===== src/rtl/fb_pkg.sv =====
// rtl/fb_pkg.sv - shared frame buffer constants, pixel and column descriptor types
package fb_pkg;

  localparam int SCREEN_WIDTH  = 320;
  localparam int SCREEN_HEIGHT = 180;
  localparam int PIXEL_WIDTH   = 16;
  localparam int SETTLE_CYCLES = 2;

  typedef logic [PIXEL_WIDTH-1:0] rgb565_t;

  localparam rgb565_t CEILING_COLOR = 16'h4208;
  localparam rgb565_t FLOOR_COLOR   = 16'h8410;

  localparam logic [8:0]  X_LIMIT     = 9'(SCREEN_WIDTH);
  localparam logic [15:0] ROW_STRIDE  = 16'(SCREEN_WIDTH);
  localparam logic [7:0]  ROWS        = 8'(SCREEN_HEIGHT);
  localparam logic [1:0]  SETTLE_LAST = 2'(SETTLE_CYCLES - 1);

  typedef struct packed {
    logic [8:0] x;
    logic [7:0] height;
    rgb565_t    color;
    logic       last;
  } col_desc_t;

  typedef enum logic [1:0] {
    IDLE      = 2'd0,
    EMIT      = 2'd1,
    WAIT_SWAP = 2'd2,
    SETTLE    = 2'd3
  } writer_state_e;

endpackage


===== src/rtl/column_span_calc.sv =====
// rtl/column_span_calc.sv - clamps wall height and centres it vertically (top/bot rows)
module column_span_calc
  import fb_pkg::*;
(
  input  logic [7:0] height_i,
  output logic [7:0] top_o,
  output logic [7:0] bot_o
);

  logic [7:0] h_clamped;

  assign h_clamped = (height_i >= ROWS) ? ROWS : height_i;
  assign top_o     = (ROWS - h_clamped) >> 1;
  assign bot_o     = top_o + h_clamped;

endmodule


===== src/rtl/column_pixel_writer.sv =====
// rtl/column_pixel_writer.sv - expands column descriptors into per-row frame buffer writes
module column_pixel_writer
  import fb_pkg::*;
(
  input  logic        pixel_clk_in,
  input  logic        rst_in,
  input  logic        col_valid_in,
  output logic        col_ready_out,
  input  logic [8:0]  col_x_in,
  input  logic [7:0]  col_height_in,
  input  logic [15:0] col_color_in,
  input  logic        col_last_in,
  input  logic        video_last_pixel_in,
  output logic [15:0] ray_address_out,
  output logic [15:0] ray_pixel_out,
  output logic        ray_last_pixel_out,
  output logic        busy_out
);

  writer_state_e state_q, state_d;
  logic [7:0]    y_q, y_d;
  logic [15:0]   addr_cnt_q, addr_cnt_d;
  logic [7:0]    top_q, top_d, bot_q, bot_d;
  rgb565_t       color_q, color_d;
  logic          col_last_q, col_last_d;
  logic [15:0]   addr_q, addr_d;
  rgb565_t       pixel_q, pixel_d;
  logic          ray_last_q, ray_last_d;
  logic [1:0]    settle_q, settle_d;
  logic          video_seen_q, video_seen_d;

  col_desc_t  col_in;
  logic [7:0] span_top, span_bot;

  assign col_in = '{x: col_x_in, height: col_height_in, color: col_color_in, last: col_last_in};

  column_span_calc u_span (
    .height_i (col_in.height),
    .top_o    (span_top),
    .bot_o    (span_bot)
  );

  assign col_ready_out      = (state_q == IDLE);
  assign busy_out           = (state_q != IDLE);
  assign ray_address_out    = addr_q;
  assign ray_pixel_out      = pixel_q;
  assign ray_last_pixel_out = ray_last_q;

  always_comb begin
    state_d      = state_q;
    y_d          = y_q;
    addr_cnt_d   = addr_cnt_q;
    top_d        = top_q;
    bot_d        = bot_q;
    color_d      = color_q;
    col_last_d   = col_last_q;
    addr_d       = addr_q;
    pixel_d      = pixel_q;
    ray_last_d   = 1'b0;
    settle_d     = settle_q;
    video_seen_d = video_seen_q | video_last_pixel_in;

    case (state_q)
      IDLE: begin
        if (col_valid_in) begin
          top_d      = span_top;
          bot_d      = span_bot;
          color_d    = col_in.color;
          col_last_d = col_in.last;
          // Off-screen columns produce no writes; only a sweep-ending flag survives.
          if (col_in.x >= X_LIMIT) begin
            if (col_in.last) begin
              ray_last_d = 1'b1;
              state_d    = WAIT_SWAP;
            end
          end else begin
            y_d        = 8'd0;
            addr_cnt_d = 16'(col_in.x);
            state_d    = EMIT;
          end
        end
      end
      EMIT: begin
        // y_q == ROWS is the cycle in which the final row is on the outputs.
        if (y_q == ROWS) begin
          state_d = col_last_q ? WAIT_SWAP : IDLE;
        end else begin
          addr_d     = addr_cnt_q;
          addr_cnt_d = addr_cnt_q + ROW_STRIDE;
          y_d        = y_q + 8'd1;
          if (y_q < top_q)      pixel_d = CEILING_COLOR;
          else if (y_q < bot_q) pixel_d = color_q;
          else                  pixel_d = FLOOR_COLOR;
          ray_last_d = col_last_q && (y_q == ROWS - 8'd1);
        end
      end
      WAIT_SWAP: begin
        if (video_seen_q || video_last_pixel_in) begin
          state_d      = SETTLE;
          settle_d     = 2'd0;
          video_seen_d = 1'b0;
        end
      end
      SETTLE: begin
        if (settle_q == SETTLE_LAST) state_d = IDLE;
        else                         settle_d = settle_q + 2'd1;
      end
      default: state_d = IDLE;
    endcase
  end

  always_ff @(posedge pixel_clk_in) begin
    if (rst_in) begin
      state_q      <= IDLE;
      y_q          <= '0;
      addr_cnt_q   <= '0;
      top_q        <= '0;
      bot_q        <= '0;
      color_q      <= '0;
      col_last_q   <= 1'b0;
      addr_q       <= '0;
      pixel_q      <= '0;
      ray_last_q   <= 1'b0;
      settle_q     <= '0;
      video_seen_q <= 1'b0;
    end else begin
      state_q      <= state_d;
      y_q          <= y_d;
      addr_cnt_q   <= addr_cnt_d;
      top_q        <= top_d;
      bot_q        <= bot_d;
      color_q      <= color_d;
      col_last_q   <= col_last_d;
      addr_q       <= addr_d;
      pixel_q      <= pixel_d;
      ray_last_q   <= ray_last_d;
      settle_q     <= settle_d;
      video_seen_q <= video_seen_d;
    end
  end

endmodule


===== config.mk =====
export PLATFORM = sky130hd
export DESIGN_NAME = column_pixel_writer
export DESIGN_NICKNAME = d
export VERILOG_FILES = /design/src/rtl/fb_pkg.sv /design/src/rtl/column_span_calc.sv /design/src/rtl/column_pixel_writer.sv
export SDC_FILE = /design/constraint.sdc
export NUM_CORES = 1
export LEC_CHECK = 0
export ABC_AREA = 1
export BUFFER_PORTS_ARGS = -buffer_cell sky130_fd_sc_hd__clkbuf_2
export CORE_MARGIN = 1
export CORE_UTILIZATION = 45
export DETAILED_ROUTE_END_ITERATION = 6
export PLACE_DENSITY_LB_ADDON = 0.08
export SLEW_MARGIN = 40
export SYNTH_ARGS = -nofsm -noshare
export SYNTH_HDL_FRONTEND = slang
export SYNTH_HIERARCHICAL = 1
export SYNTH_SLANG_ARGS = --single-unit

===== constraint.sdc =====
create_clock -name pixel_clk_in -period 2.63 [get_ports pixel_clk_in]
set_clock_uncertainty 0.05 [all_clocks]
set_input_delay 0 -clock pixel_clk_in [delete_from_list [all_inputs] [get_ports pixel_clk_in]]
set_output_delay 0 -clock pixel_clk_in [all_outputs]
set_load 0.1 [all_outputs]

* Word-level counts from Yosys, hierarchy flattened *
Index checks and enable logic that the tools add are counted.

storage, ports and cells
  bits in registers = 94
  input port bits = 38
  output and inout bits = 35
  logic and storage cells = 77

cells by class
  add/subtract/negate cells = 5
  $lt $le $gt $ge = 4
  eq/ne operators = 14
  muxes and demuxes = 29
  bitwise logic cells = 2
  reduce and logical (&&, ||, !) cells = 11

operator list
  operator                                                               number
  16-bit two-way mux                                                     5
  8-bit two-way mux                                                      4
  16-bit one-hot mux with 2 select lines                                 1
  2-bit two-way mux                                                      9
  16-bit by 9-bit adder with 16-bit output, second input constant        1
  8-bit equality test, second input constant                             2
  8-bit one-hot mux with 2 select lines                                  1
  2-bit inequality test, second input constant                           7
  9-bit >= comparator, second input constant                             1
  7-bit by 8-bit adder with 8-bit output                                 1
  8-bit by 1-bit adder with 8-bit output, second input constant          1
  8-bit >= comparator, second input constant                             1
  8-bit by 7-bit less-than comparator with 1-bit output                  1
  8-bit less-than comparator                                             1
  2-bit one-hot mux with 4 select lines                                  1
  8-bit subtractor, first input constant                                 1
  1-bit two-way mux                                                      6
  2-bit nonzero test                                                     3
  5-bit AND reduction                                                    1
  2-bit by 1-bit equality test with 1-bit output, second input constant  2
  2-bit equality test, second input constant                             2
  2-bit one-hot mux with 2 select lines                                  1
  2-bit AND reduction                                                    2
  4-bit AND reduction                                                    1
  other kinds (9)                                                        9

* Depth between registers and ports, before layout *
Gate-level depths: netlist (run 1).

  word-level depth = 4
  depth in mapped cells = 21
  depth with buffers taken out = 21

* Modules after synthesis *
Netlist (run 1), hierarchy kept.

modules (own cells, without submodules)
  module               instances  cells each  area an instance (um2)  sequential area each (um2)
  column_pixel_writer  1          564         4206.5                  1901.8
  column_span_calc     1          114         671.9                   0.0

* Worst setup path before layout (run 1) *
OpenSTA, ideal clock, no wires.

  kind = input-to-reg
  start = in col_height_in[4]
  end = reg bot_q[7]
  setup time = 0.128 ns
  arrival time = 2.108 ns
  required time = 2.452 ns
  path slack = 0.344 ns
  stages = 21
  buffers on the path = 0
  path through = nand2_1 > inv_1 > nand3_4 > nand2_4 > nor2_2 > inv_1 > ha_1 > nand2_1 > nand2_1 > inv_1 > nand2_1 > xor2_1 > ha_1 > nand2_1 > inv_1 > a21boi_1 > nand2_1 > nand2_1 > nand2_1 > o21ai_0 > a21oi_1

on the way
  cells in the longest elaborated chain, start to end = 4

ends and longest elaborated chain
  element                                     RTL line                    source
  start: declaration                          column_pixel_writer.sv:10   input logic [7:0] col_height_in,
  8-bit >= comparator                         column_span_calc.sv:12      assign h_clamped = (height_i >= ROWS) ? ROWS : height_i;
  8-bit two-way mux (*)                       column_span_calc.sv:12
  8-bit subtractor (*)                        column_span_calc.sv:13      assign top_o = (ROWS - h_clamped) >> 1;
  net span_top[5]                             column_pixel_writer.sv:33   logic [7:0] span_top, span_bot;
  7-bit by 8-bit adder with 8-bit output (*)  column_span_calc.sv:14      assign bot_o = top_o + h_clamped;
  net span_bot[7]                             column_pixel_writer.sv:33
  end signal: assignment                      column_pixel_writer.sv:131  bot_q <= bot_d;
  end: declaration                            column_pixel_writer.sv:23   logic [7:0] top_q, top_d, bot_q, bot_d;

Mark *: on every way through the listed nets, which the timed path passes. The rest lies on a longest branch.
A chain may end at the register's enable or synchronous reset.

* Worst setup path after layout (run 1) *
  start = in col_height_in[2]
  end = reg bot_q[7]

Same word-level chain as after synthesis.

==> results of run 1 <==
report_power, final:
part	switching (mW)	internal, mW
sequential	0.0736	1.58
combinational	0.938	0.347
clock	0.544	0.352
total	1.56	2.28
kinds of logic (layout without fill, tap and decap cells):
family,Yosys count,after routing,synth area share
buffers and inverters,113,213,0.0959
AOI/OAI and AO/OA,145,145,0.165
and+or+nand+nor,293,293,0.273
DFF,95,95,0.390
xor gates and xnor gates,5,5,0.00898
adders and majority gates,26,26,0.0667
other,1,1,0.000769
how the worst max path moves through the flow:
| stage | end | slack (ns) |
|---|---|---|
| CTS | bot_q[7]$_SDFFE_PP0P_ | 0.47 |
| floorplan | bot_q[7]$_SDFFE_PP0P_ | 0.34 |
| global route | bot_q[7]$_SDFFE_PP0P_ | 0.12 |
| detailed placement | bot_q[7]$_SDFFE_PP0P_ | 0.08 |
| finish | bot_q[7]$_SDFFE_PP0P_ | 0.46 |
| global placement | bot_q[7]$_SDFFE_PP0P_ | 0.15 |
timing repair:
item,4_1_cts,5_1_grt
buffers inserted,0,0
setup endpoints to repair,0,0
hold endpoints to repair,29,0
hold buffers,27,0
gates resized for setup,0,0
metal layers:
metal	part of all wire	vias to the layer above	global-route usage
met3	0.035	10	0.0294
met2	0.48	90	0.370
li1	-	2393	-
met5	0	-	0
met1	0.47	2098	0.272
met4	0.011	0	0.0754
registers in the layout, indices dropped and copies added, names as in the netlist, 8 cells and up:
name / count
ray_address_out: 16
ray_pixel_out: 16
top_q: 8
y_q: 8
addr_cnt_q: 16
color_q: 16
bot_q: 8
critical path, cell delays in order:
cell	delay, ns
sky130_fd_sc_hd__clkbuf_2	0.12
sky130_fd_sc_hd__inv_2	0.09
sky130_fd_sc_hd__nand2_2	0.07
sky130_fd_sc_hd__nand3_4	0.12
sky130_fd_sc_hd__nand2_4	0.09
sky130_fd_sc_hd__nor2_8	0.13
sky130_fd_sc_hd__inv_2	0.07
sky130_fd_sc_hd__ha_1	0.20
sky130_fd_sc_hd__nand2_1	0.07
sky130_fd_sc_hd__nand2_1	0.07
sky130_fd_sc_hd__inv_1	0.07
sky130_fd_sc_hd__nand2_1	0.07
sky130_fd_sc_hd__xor2_1	0.16
sky130_fd_sc_hd__ha_1	0.33
sky130_fd_sc_hd__nand2_1	0.12
sky130_fd_sc_hd__inv_1	0.04
sky130_fd_sc_hd__a21boi_1	0.18
sky130_fd_sc_hd__nand2_1	0.07
sky130_fd_sc_hd__nand2_1	0.05
sky130_fd_sc_hd__nand2_1	0.04
sky130_fd_sc_hd__o21ai_0	0.15
sky130_fd_sc_hd__a21oi_1	0.05
cell type report:
| class | count | share of cell area |
|---|---|---|
| timing repair buffer | 111 | 0.124 |
| clock buffer | 9 | 0.0213 |
| clock inverter | 7 | 0.00948 |
| inverter | 86 | 0.0560 |
| tap | 136 | 0.0293 |
| sequential | 95 | 0.328 |
| multi-input combinational | 470 | 0.432 |
through the flow:
stage | hold WS, ns | std cells | utilization | total power, mW
3_3_place_gp | 0.185 | 871 | 0.514 | 2.93
3_5_place_dp | 0.189 | 871 | 0.514 | 2.95
4_1_cts | 0.0302 | 914 | 0.557 | 3.87
6_report | 0.0392 | 914 | 0.557 | 3.84
5_1_grt | 0.0531 | 914 | 0.557 | 4.08
2_1_floorplan | 0.0849 | 678 | - | 2.70
placed cells by master (no fill, tap or decap), types with 2 or more instances in the layout:
cell type,synthesis,final
sky130_fd_sc_hd__ha_1,26,26
sky130_fd_sc_hd__nor2_4,4,4
sky130_fd_sc_hd__o211a_1,2,2
sky130_fd_sc_hd__inv_6,0,2
sky130_fd_sc_hd__nand2_4,2,2
sky130_fd_sc_hd__inv_1,76,76
sky130_fd_sc_hd__clkbuf_8,0,9
sky130_fd_sc_hd__a211oi_1,5,5
sky130_fd_sc_hd__nor3_1,2,2
sky130_fd_sc_hd__nor3_2,2,2
sky130_fd_sc_hd__nand3_2,6,6
sky130_fd_sc_hd__nor2_1,114,114
sky130_fd_sc_hd__clkbuf_2,0,72
sky130_fd_sc_hd__nand4_1,8,8
sky130_fd_sc_hd__dlygate4sd3_1,0,27
sky130_fd_sc_hd__a21boi_1,3,3
sky130_fd_sc_hd__a31oi_1,7,7
sky130_fd_sc_hd__nand3_1,40,40
sky130_fd_sc_hd__nand2_2,6,6
sky130_fd_sc_hd__dfxtp_1,95,95
sky130_fd_sc_hd__o21ai_1,3,3
sky130_fd_sc_hd__nand2_1,103,103
sky130_fd_sc_hd__xor2_1,4,4
sky130_fd_sc_hd__inv_2,9,9
sky130_fd_sc_hd__buf_4,3,12
sky130_fd_sc_hd__clkinv_4,0,2
sky130_fd_sc_hd__clkinvlp_4,0,2
sky130_fd_sc_hd__o21ai_0,60,60
sky130_fd_sc_hd__o21a_1,3,3
sky130_fd_sc_hd__a21oi_1,55,55
==> metrics.md, run 1 <==
| Metric | Value |
|---|---|
| Fmax achieved | 460 MHz |
| Time the final worst path needs with I/O delays and setup | 2.17 ns |
| Count of flip-flops with a built-in enable after synthesis | 0 |
| Post-layout net count | 837 |
| Ranking of synthesized cells by area | sky130_fd_sc_hd__dfxtp_1, sky130_fd_sc_hd__nor2_1, sky130_fd_sc_hd__nand2_1 |
| Gate Count Post-Synth | 678 |
| Avg WL per Cell | 12.6 um |
| HPWL after DPL | 7.92 mm |
| Count of final setup violators | 0 |
| Pin count of the biggest net entering global routing | 56 |
| Required time at the endpoint of the critical path | 2.83 ns |
| Latest clock arrival within the worst-skew pair | 0.36 ns |
| Area of all placed cells without fillers | 5810 um2 |
| Worst reg-to-reg path cell count | 8 |
| Slew Limit Fails | 0 |
| Via count of the first global-routing pass | 4,176 |
| Worst R2R Setup Slack | 0.58 ns |
| CP Launch Point | col_height_in[2] |
| Count of synthesis-stage warnings from yosys | 6 |
| Kind of path behind the tightest hold check | in -> reg |
| TritonCTS Buffers | 9 |
| Worst hold path startpoint | col_valid_in |
| Signal arrival time at the worst endpoint | 2.37 ns |
| 1st-iter DRT viols | 275 |
| Async SR Flop Fraction | 0 |
| Area taken by multi-input logic gates | 2510 um2 |
| Boundary pin count | 73 |
| Outcome | finished clean |
| Worst hold path cell count | 5 |
| Setup tns final | 0 ns |
| Floorplan row count | 37 |
| Die span in y | 106 um |
| Synthesized net count | 742 |
| Clock slew at the register clock pins of the worst setup and hold paths | 0.10 ns |
| Fraction of synthesized cell area taken by the top area cell type | 0.390 |
| Hold violation count in the final report | 0 |
| Largest voltage drop on the vdd net | 0.314 mV |
| Last weighted congestion value of the routability-driven placer | 0.835 |
| Floorplan core area | 10,400 um2 |
| GRT Util Overall | 0.214 |
| Area growth from synthesis to final layout | 19.0% |
| Pre-CTS setup slack | 0.0755 ns |
| First-pass GRT wire length | 19.4 mm |
| Critical Path End Type | register |
| CP startpoint kind | primary input |
| Clk root buf | sky130_fd_sc_hd__clkbuf_8 |
| Ratio of cells with drive above 1 in the final layout | 0.176 |
| Antenna viol nets, final | 0 |
| Transition time of the tightest slew-check pin | 0.682 ns |
| Number of buffers on the longest clock path | 2 |
| Max-capacitance violation count | 0 |
| Port-buffer cells | 72 |
| Ant diodes | 0 |
| Commonest cells post-synth | sky130_fd_sc_hd__nor2_1, sky130_fd_sc_hd__nand2_1, sky130_fd_sc_hd__dfxtp_1, sky130_fd_sc_hd__inv_1, sky130_fd_sc_hd__o21ai_0 |
| Starting Density | 0.468 |
| DRT Pass-1 Iters | 7 |
| Vias per inst | 5.02 |
| Count of vias placed by the detailed router | 4,591 |
| TritonCTS clock tree | yes |
| Sequential standard cell area | 1900 um2 |
| Fin worst setup slack | 0.455 ns |
| Antenna violations before repair | 0 |
| Distinct cells, synth | 44 |
| Lkg Pwr | 2.65 nW |
| Areal power density over the cells | 661 nW/um2 |
| Placed cell area | 5360 um2 |
| Num Clock Sinks | 95 |
| Fill cell count | 1,051 |
| Overall die width | 106 um |
| Largest fanout on the critical path | 6 |
| Remaining global-route overflow | 0 |
| Aggregate routed wire length | 11.5 mm |
| Reg2reg start | y_q[0]$_SDFFE_PP0P_ |
| Hold worst-path end | color_q[3]$_SDFFE_PP0P_ |
| Most repeated cell in the gate-level netlist after synthesis | sky130_fd_sc_hd__nor2_1 |
| Remaining max-slew budget at the tightest pin | 0.545 |
| Number of synthesized register bits | 95 |
| Fin crit share | 0.827 |
| RSZ-0062 raised after global routing | false |
| Critical register-to-register path endpoint | ray_pixel_out[3]$_SDFFE_PP0P_ |
| Mean post-synth cell area | 7.20 um2 |
| Start-to-end type of the worst setup path | in -> reg |
| Commonest register cell after synthesis | sky130_fd_sc_hd__dfxtp_1 |
| Number of remaining DRC errors | 0 |
| Cell type with the largest total area after synthesis | sky130_fd_sc_hd__dfxtp_1 |
| Sequential element share of the synthesized area | 0.390 |
| Die area | 11,300 um2 |
| Count of H-tree levels built during CTS | 3 |
| Netlist area before placement | 4880 um2 |
Power figures use the tool's default switching activity.
==> inputs of run 2 (changes only) <==
--- a/config.mk
+++ b/config.mk
@@ -5,7 +5,7 @@
 export SDC_FILE = /design/constraint.sdc
 export NUM_CORES = 1
 export LEC_CHECK = 0
-export ABC_AREA = 1
+export ABC_AREA = 0
 export BUFFER_PORTS_ARGS = -buffer_cell sky130_fd_sc_hd__clkbuf_2
 export CORE_MARGIN = 1
 export CORE_UTILIZATION = 45
==> constraint.sdc (replaced) <==
create_clock -name pixel_clk_in -period 2.2 [get_ports pixel_clk_in]
set_clock_uncertainty 0.05 [all_clocks]
set_input_delay 0 -clock pixel_clk_in [delete_from_list [all_inputs] [get_ports pixel_clk_in]]
set_output_delay 0 -clock pixel_clk_in [all_outputs]
set_load 0.1 [all_outputs]
==> run 2 against run 1 <==
Effect of this change:
- the flow now finishes with violations (setup timing)
- register-to-register slack got worse by 0.51 ns
- synthesized cell count fell by 11%
- worst setup slack got worse by 0.51 ns
- die area fell by 0.93%
- largest cell class unchanged
- highest routed layer unchanged
==> metrics.md, run 2 <==
| Metric | Value |
|---|---|
| Ratio of cells with drive above 1 in the final layout | 0.229 (+0.0525) |
| Mux share of post-synthesis cell area | 0 (unchanged) |
| Mean post-synth cell area | 8.03 um2 (+12%) |
| Remaining max-slew budget at the tightest pin | 0.614 (+0.0690) |
| Count of flip-flops with a built-in enable after synthesis | 0 (unchanged) |
| Start-to-end type of the worst setup path | in -> reg |
| Pin count of the biggest net entering global routing | 49 (-13%) |
| 1st-iter DRT viols | 204 (-26%) |
| Overall die width | 106 um (-0.47%) |
| Latest clock arrival within the worst-skew pair | 0.37 ns (about the same) |
| Outcome | finished with violations |
| Simple-gate area share of the yosys netlist | 0.225 (-0.0474) |
| Lkg Pwr | 2.53 nW (-4.6%) |
| CP Launch Point | col_height_in[2] |
| Fraction of synthesized cell area taken by the top area cell type | 0.394 (+0.00373) |
| Clk root buf | sky130_fd_sc_hd__clkbuf_8 |
| GRT Util Overall | 0.225 (+0.0107) |
| HPWL after DPL | 8.47 mm (+6.9%) |
| Antenna viol nets, final | 0 (unchanged) |
| Number of remaining DRC errors | 0 (unchanged) |
| Cell type with the largest total area after synthesis | sky130_fd_sc_hd__dfxtp_1 |
| Largest fanout on the critical path | 4 (-2) |
| Kind of path behind the tightest hold check | in -> reg |
| Commonest register cell after synthesis | sky130_fd_sc_hd__dfxtp_1 |
| Avg WL per Cell | 13.9 um (+11%) |
| Area growth from synthesis to final layout | 28.0% |
| Gate Count Post-Synth | 602 (-11%) |
| Most common cell after layout, fill and taps aside | sky130_fd_sc_hd__nand2_1 |
| TritonCTS Buffers | 9 (unchanged) |
| Netlist area before placement | 4830 um2 (-0.95%) |
| TritonCTS clock tree | yes |
| Fin worst setup slack | -0.0533 ns (-0.509 ns) |
| DRT Pass-1 Iters | 4 (-3) |
| Die span in y | 106 um (-0.47%) |
| Count of synthesis-stage warnings from yosys | 6 (unchanged) |
| Transition time of the tightest slew-check pin | 0.577 ns (-0.105 ns) |
| Ranking of synthesized cells by area | sky130_fd_sc_hd__dfxtp_1, sky130_fd_sc_hd__nand2_1, sky130_fd_sc_hd__a21oi_1 |
| Antenna violations before repair | 0 (unchanged) |
| Aggregate routed wire length | 12.1 mm (+5.9%) |
| Vias per inst | 5.35 (+6.6%) |
| Setup tns final | -0.103 ns (-0.103 ns) |
| Fmax achieved | 444 MHz |
| Via count of the first global-routing pass | 4,444 (+6.4%) |
| Starting Density | 0.466 (-0.00237) |
| Reg2reg start | y_q[7]$_SDFFE_PP0P_ |
| Max-capacitance violation count | 0 (unchanged) |
| Placed Instances | 821 (-5.7%) |
| Remaining global-route overflow | 0 (unchanged) |
| Num Clock Sinks | 95 (unchanged) |
| Dominant combinational cell family by area after synthesis | compound AO/OA/AOI/OAI gates |
| CP startpoint kind | primary input |
| Number of buffers on the longest clock path | 2 (unchanged) |
| Count of H-tree levels built during CTS | 3 (unchanged) |
| Commonest cells after routing, fill and taps aside | sky130_fd_sc_hd__nand2_1, sky130_fd_sc_hd__dfxtp_1, sky130_fd_sc_hd__a21oi_1 |
| Commonest cells post-synth | sky130_fd_sc_hd__nand2_1, sky130_fd_sc_hd__dfxtp_1, sky130_fd_sc_hd__a21oi_1, sky130_fd_sc_hd__inv_1, sky130_fd_sc_hd__nand3_1 |
| Worst hold path startpoint | rst_in |
| RSZ-0062 raised after global routing | true |
| Time the final worst path needs with I/O delays and setup | 2.25 ns |
| Required time at the endpoint of the critical path | 2.41 ns (-0.42 ns) |
| Port-buffer cells | 72 (unchanged) |
| Ant diodes | 0 (unchanged) |
| Most repeated cell in the gate-level netlist after synthesis | sky130_fd_sc_hd__nand2_1 |
| Distinct cells, synth | 59 (+34%) |
| Fin crit share | 1.02 |
| Hold violation count in the final report | 0 (unchanged) |
| Largest voltage drop on the vdd net | 0.368 mV (+17%) |
| Clock slew at the register clock pins of the worst setup and hold paths | 0.11 ns (about the same) |
| Share of synthesized cell area in full adder, half adder and majority cells | 0.0673 (+0.000639) |
| Slew Limit Fails | 0 (unchanged) |
| Synthesized net count | 666 (-10%) |
| Final standard cell count with taps included and fillers excluded | 871 (-4.7%) |
| Fraction of the mapped netlist area in compound gates | 0.226 (+0.0609) |
| Sequential element share of the synthesized area | 0.394 (+0.00373) |
| Async SR Flop Fraction | 0 (unchanged) |
| Floorplan core area | 10,400 um2 (-0.44%) |
| Signal arrival time at the worst endpoint | 2.46 ns (+0.09 ns) |
| Areal power density over the cells | 714 nW/um2 (+8.0%) |
| Post-layout net count | 795 (-5.0%) |
| Floorplan row count | 37 (unchanged) |
| Count of final setup violators | 2 (+2) |
| Count of vias placed by the detailed router | 4,663 (+1.6%) |
| Last weighted congestion value of the routability-driven placer | 0.849 (+1.8%) |
| Boundary pin count | 73 (unchanged) |
| Critical Path End Type | register |
| Number of synthesized register bits | 95 (unchanged) |
| Overall power | 4.42 mW (+15%) |
| Area share of xor/xnor cells in the synthesized design | 0.0233 (+0.0143) |
| Violations in the final reports | setup timing |
| Die area | 11,200 um2 (-0.93%) |
| First-pass GRT wire length | 20.3 mm (+4.8%) |
[run 2: cell types whose count changed after synthesis, moves of 7 or more]
cell                       change
sky130_fd_sc_hd__nor2_1      -100
sky130_fd_sc_hd__o21ai_0      -48
sky130_fd_sc_hd__inv_1        -47
sky130_fd_sc_hd__nand2_1      +37
sky130_fd_sc_hd__a21oi_1      +20
sky130_fd_sc_hd__nand3_1      -13
sky130_fd_sc_hd__o41ai_1      +13
sky130_fd_sc_hd__clkbuf_1     +11
sky130_fd_sc_hd__inv_2         -9
sky130_fd_sc_hd__a211oi_1      +7
sky130_fd_sc_hd__nand2b_1      +7
sky130_fd_sc_hd__o211ai_1      +7
sky130_fd_sc_hd__or4_1         +7
[run 2: cell type report]
cell class	count	area, um2
Tap cell	136	170
Inverter	30	113
Clock buffer	9	124
Fill cell	987	4190
Timing Repair Buffer	157	1080
Sequential cell	95	1900
Multi-Input combinational cell	438	2700
Clock inverter	6	92.6
[run 2: what timing repair did]
item                       4_1_cts  5_1_grt
hold endpoints to repair        30        0
hold buffers                    28        0
buffers inserted                 5        2
resized for setup                5        6
setup endpoints to repair        5       14
pin swaps                        6        7
[run 2: kinds of logic after synthesis]
logic type	count (synthesis)
other	1
adders and majority gates	26
buffers and inverters	69
and+or+nand+nor	235
DFF	95
xor gates and xnor gates	12
AOI/OAI and AO/OA	164
[run 2: stage by stage]
| step | utilization | hold slack [ns] | worst slack [ns] | instance area [um2] |
|---|---|---|---|---|
| floorplan | - | 0.0860 | -0.501 | 4870 |
| global placement | 0.538 | 0.174 | -0.513 | 5580 |
| detailed placement | 0.538 | 0.183 | -0.703 | 5580 |
| CTS | 0.592 | 0.0248 | -0.0447 | 6140 |
| global route | 0.596 | 0.0525 | -0.238 | 6180 |
| finish | 0.596 | 0.0273 | -0.0533 | 6180 |
[run 2: worst paths after layout]
| kind | endpoint | slack, ns | depth (start not counted) |
|---|---|---|---|
| worst max register to register | ray_pixel_out[12]$_SDFFE_PP0P_ | 0.07 | 5 |
| worst min register to register | addr_cnt_q[2]$_SDFFE_PP0P_ | 0.41 | 2 |
| worst min-delay path | addr_cnt_q[7]$_SDFFE_PP0P_ | 0.03 | 2 |
| worst max-delay path | bot_q[4]$_SDFFE_PP0P_ | -0.05 | 15 |
[run 2: where the power goes]
part	internal [mW]	leakage [nW]	switching, mW
clock network	0.643	0.102	0.653
registers	1.82	0.773	0.0679
logic	0.452	1.65	0.781
[run 2: layer usage]
metal / up-vias / global-route usage / part of all wire
met4: 0 / 0.0704 / 0.015
li1: 2394 / - / -
met3: 15 / 0.0353 / 0.030
met1: 2179 / 0.272 / 0.45
met2: 75 / 0.407 / 0.50
met5: - / 0 / 0
[run 2: worst max-delay path, stage by stage]
cell and delay (ns):
sky130_fd_sc_hd__buf_8 0.10, sky130_fd_sc_hd__o211a_1 0.24, sky130_fd_sc_hd__o21ai_2 0.20, sky130_fd_sc_hd__buf_6 0.12, sky130_fd_sc_hd__o211ai_1 0.11, sky130_fd_sc_hd__xor2_1 0.18
sky130_fd_sc_hd__ha_1 0.35, sky130_fd_sc_hd__and4b_1 0.21, sky130_fd_sc_hd__a31oi_2 0.17, sky130_fd_sc_hd__o31ai_2 0.11, sky130_fd_sc_hd__a211o_1 0.28, sky130_fd_sc_hd__a211oi_2 0.23
sky130_fd_sc_hd__nor2_1 0.07, sky130_fd_sc_hd__nand2_1 0.06, sky130_fd_sc_hd__a21oi_1 0.06
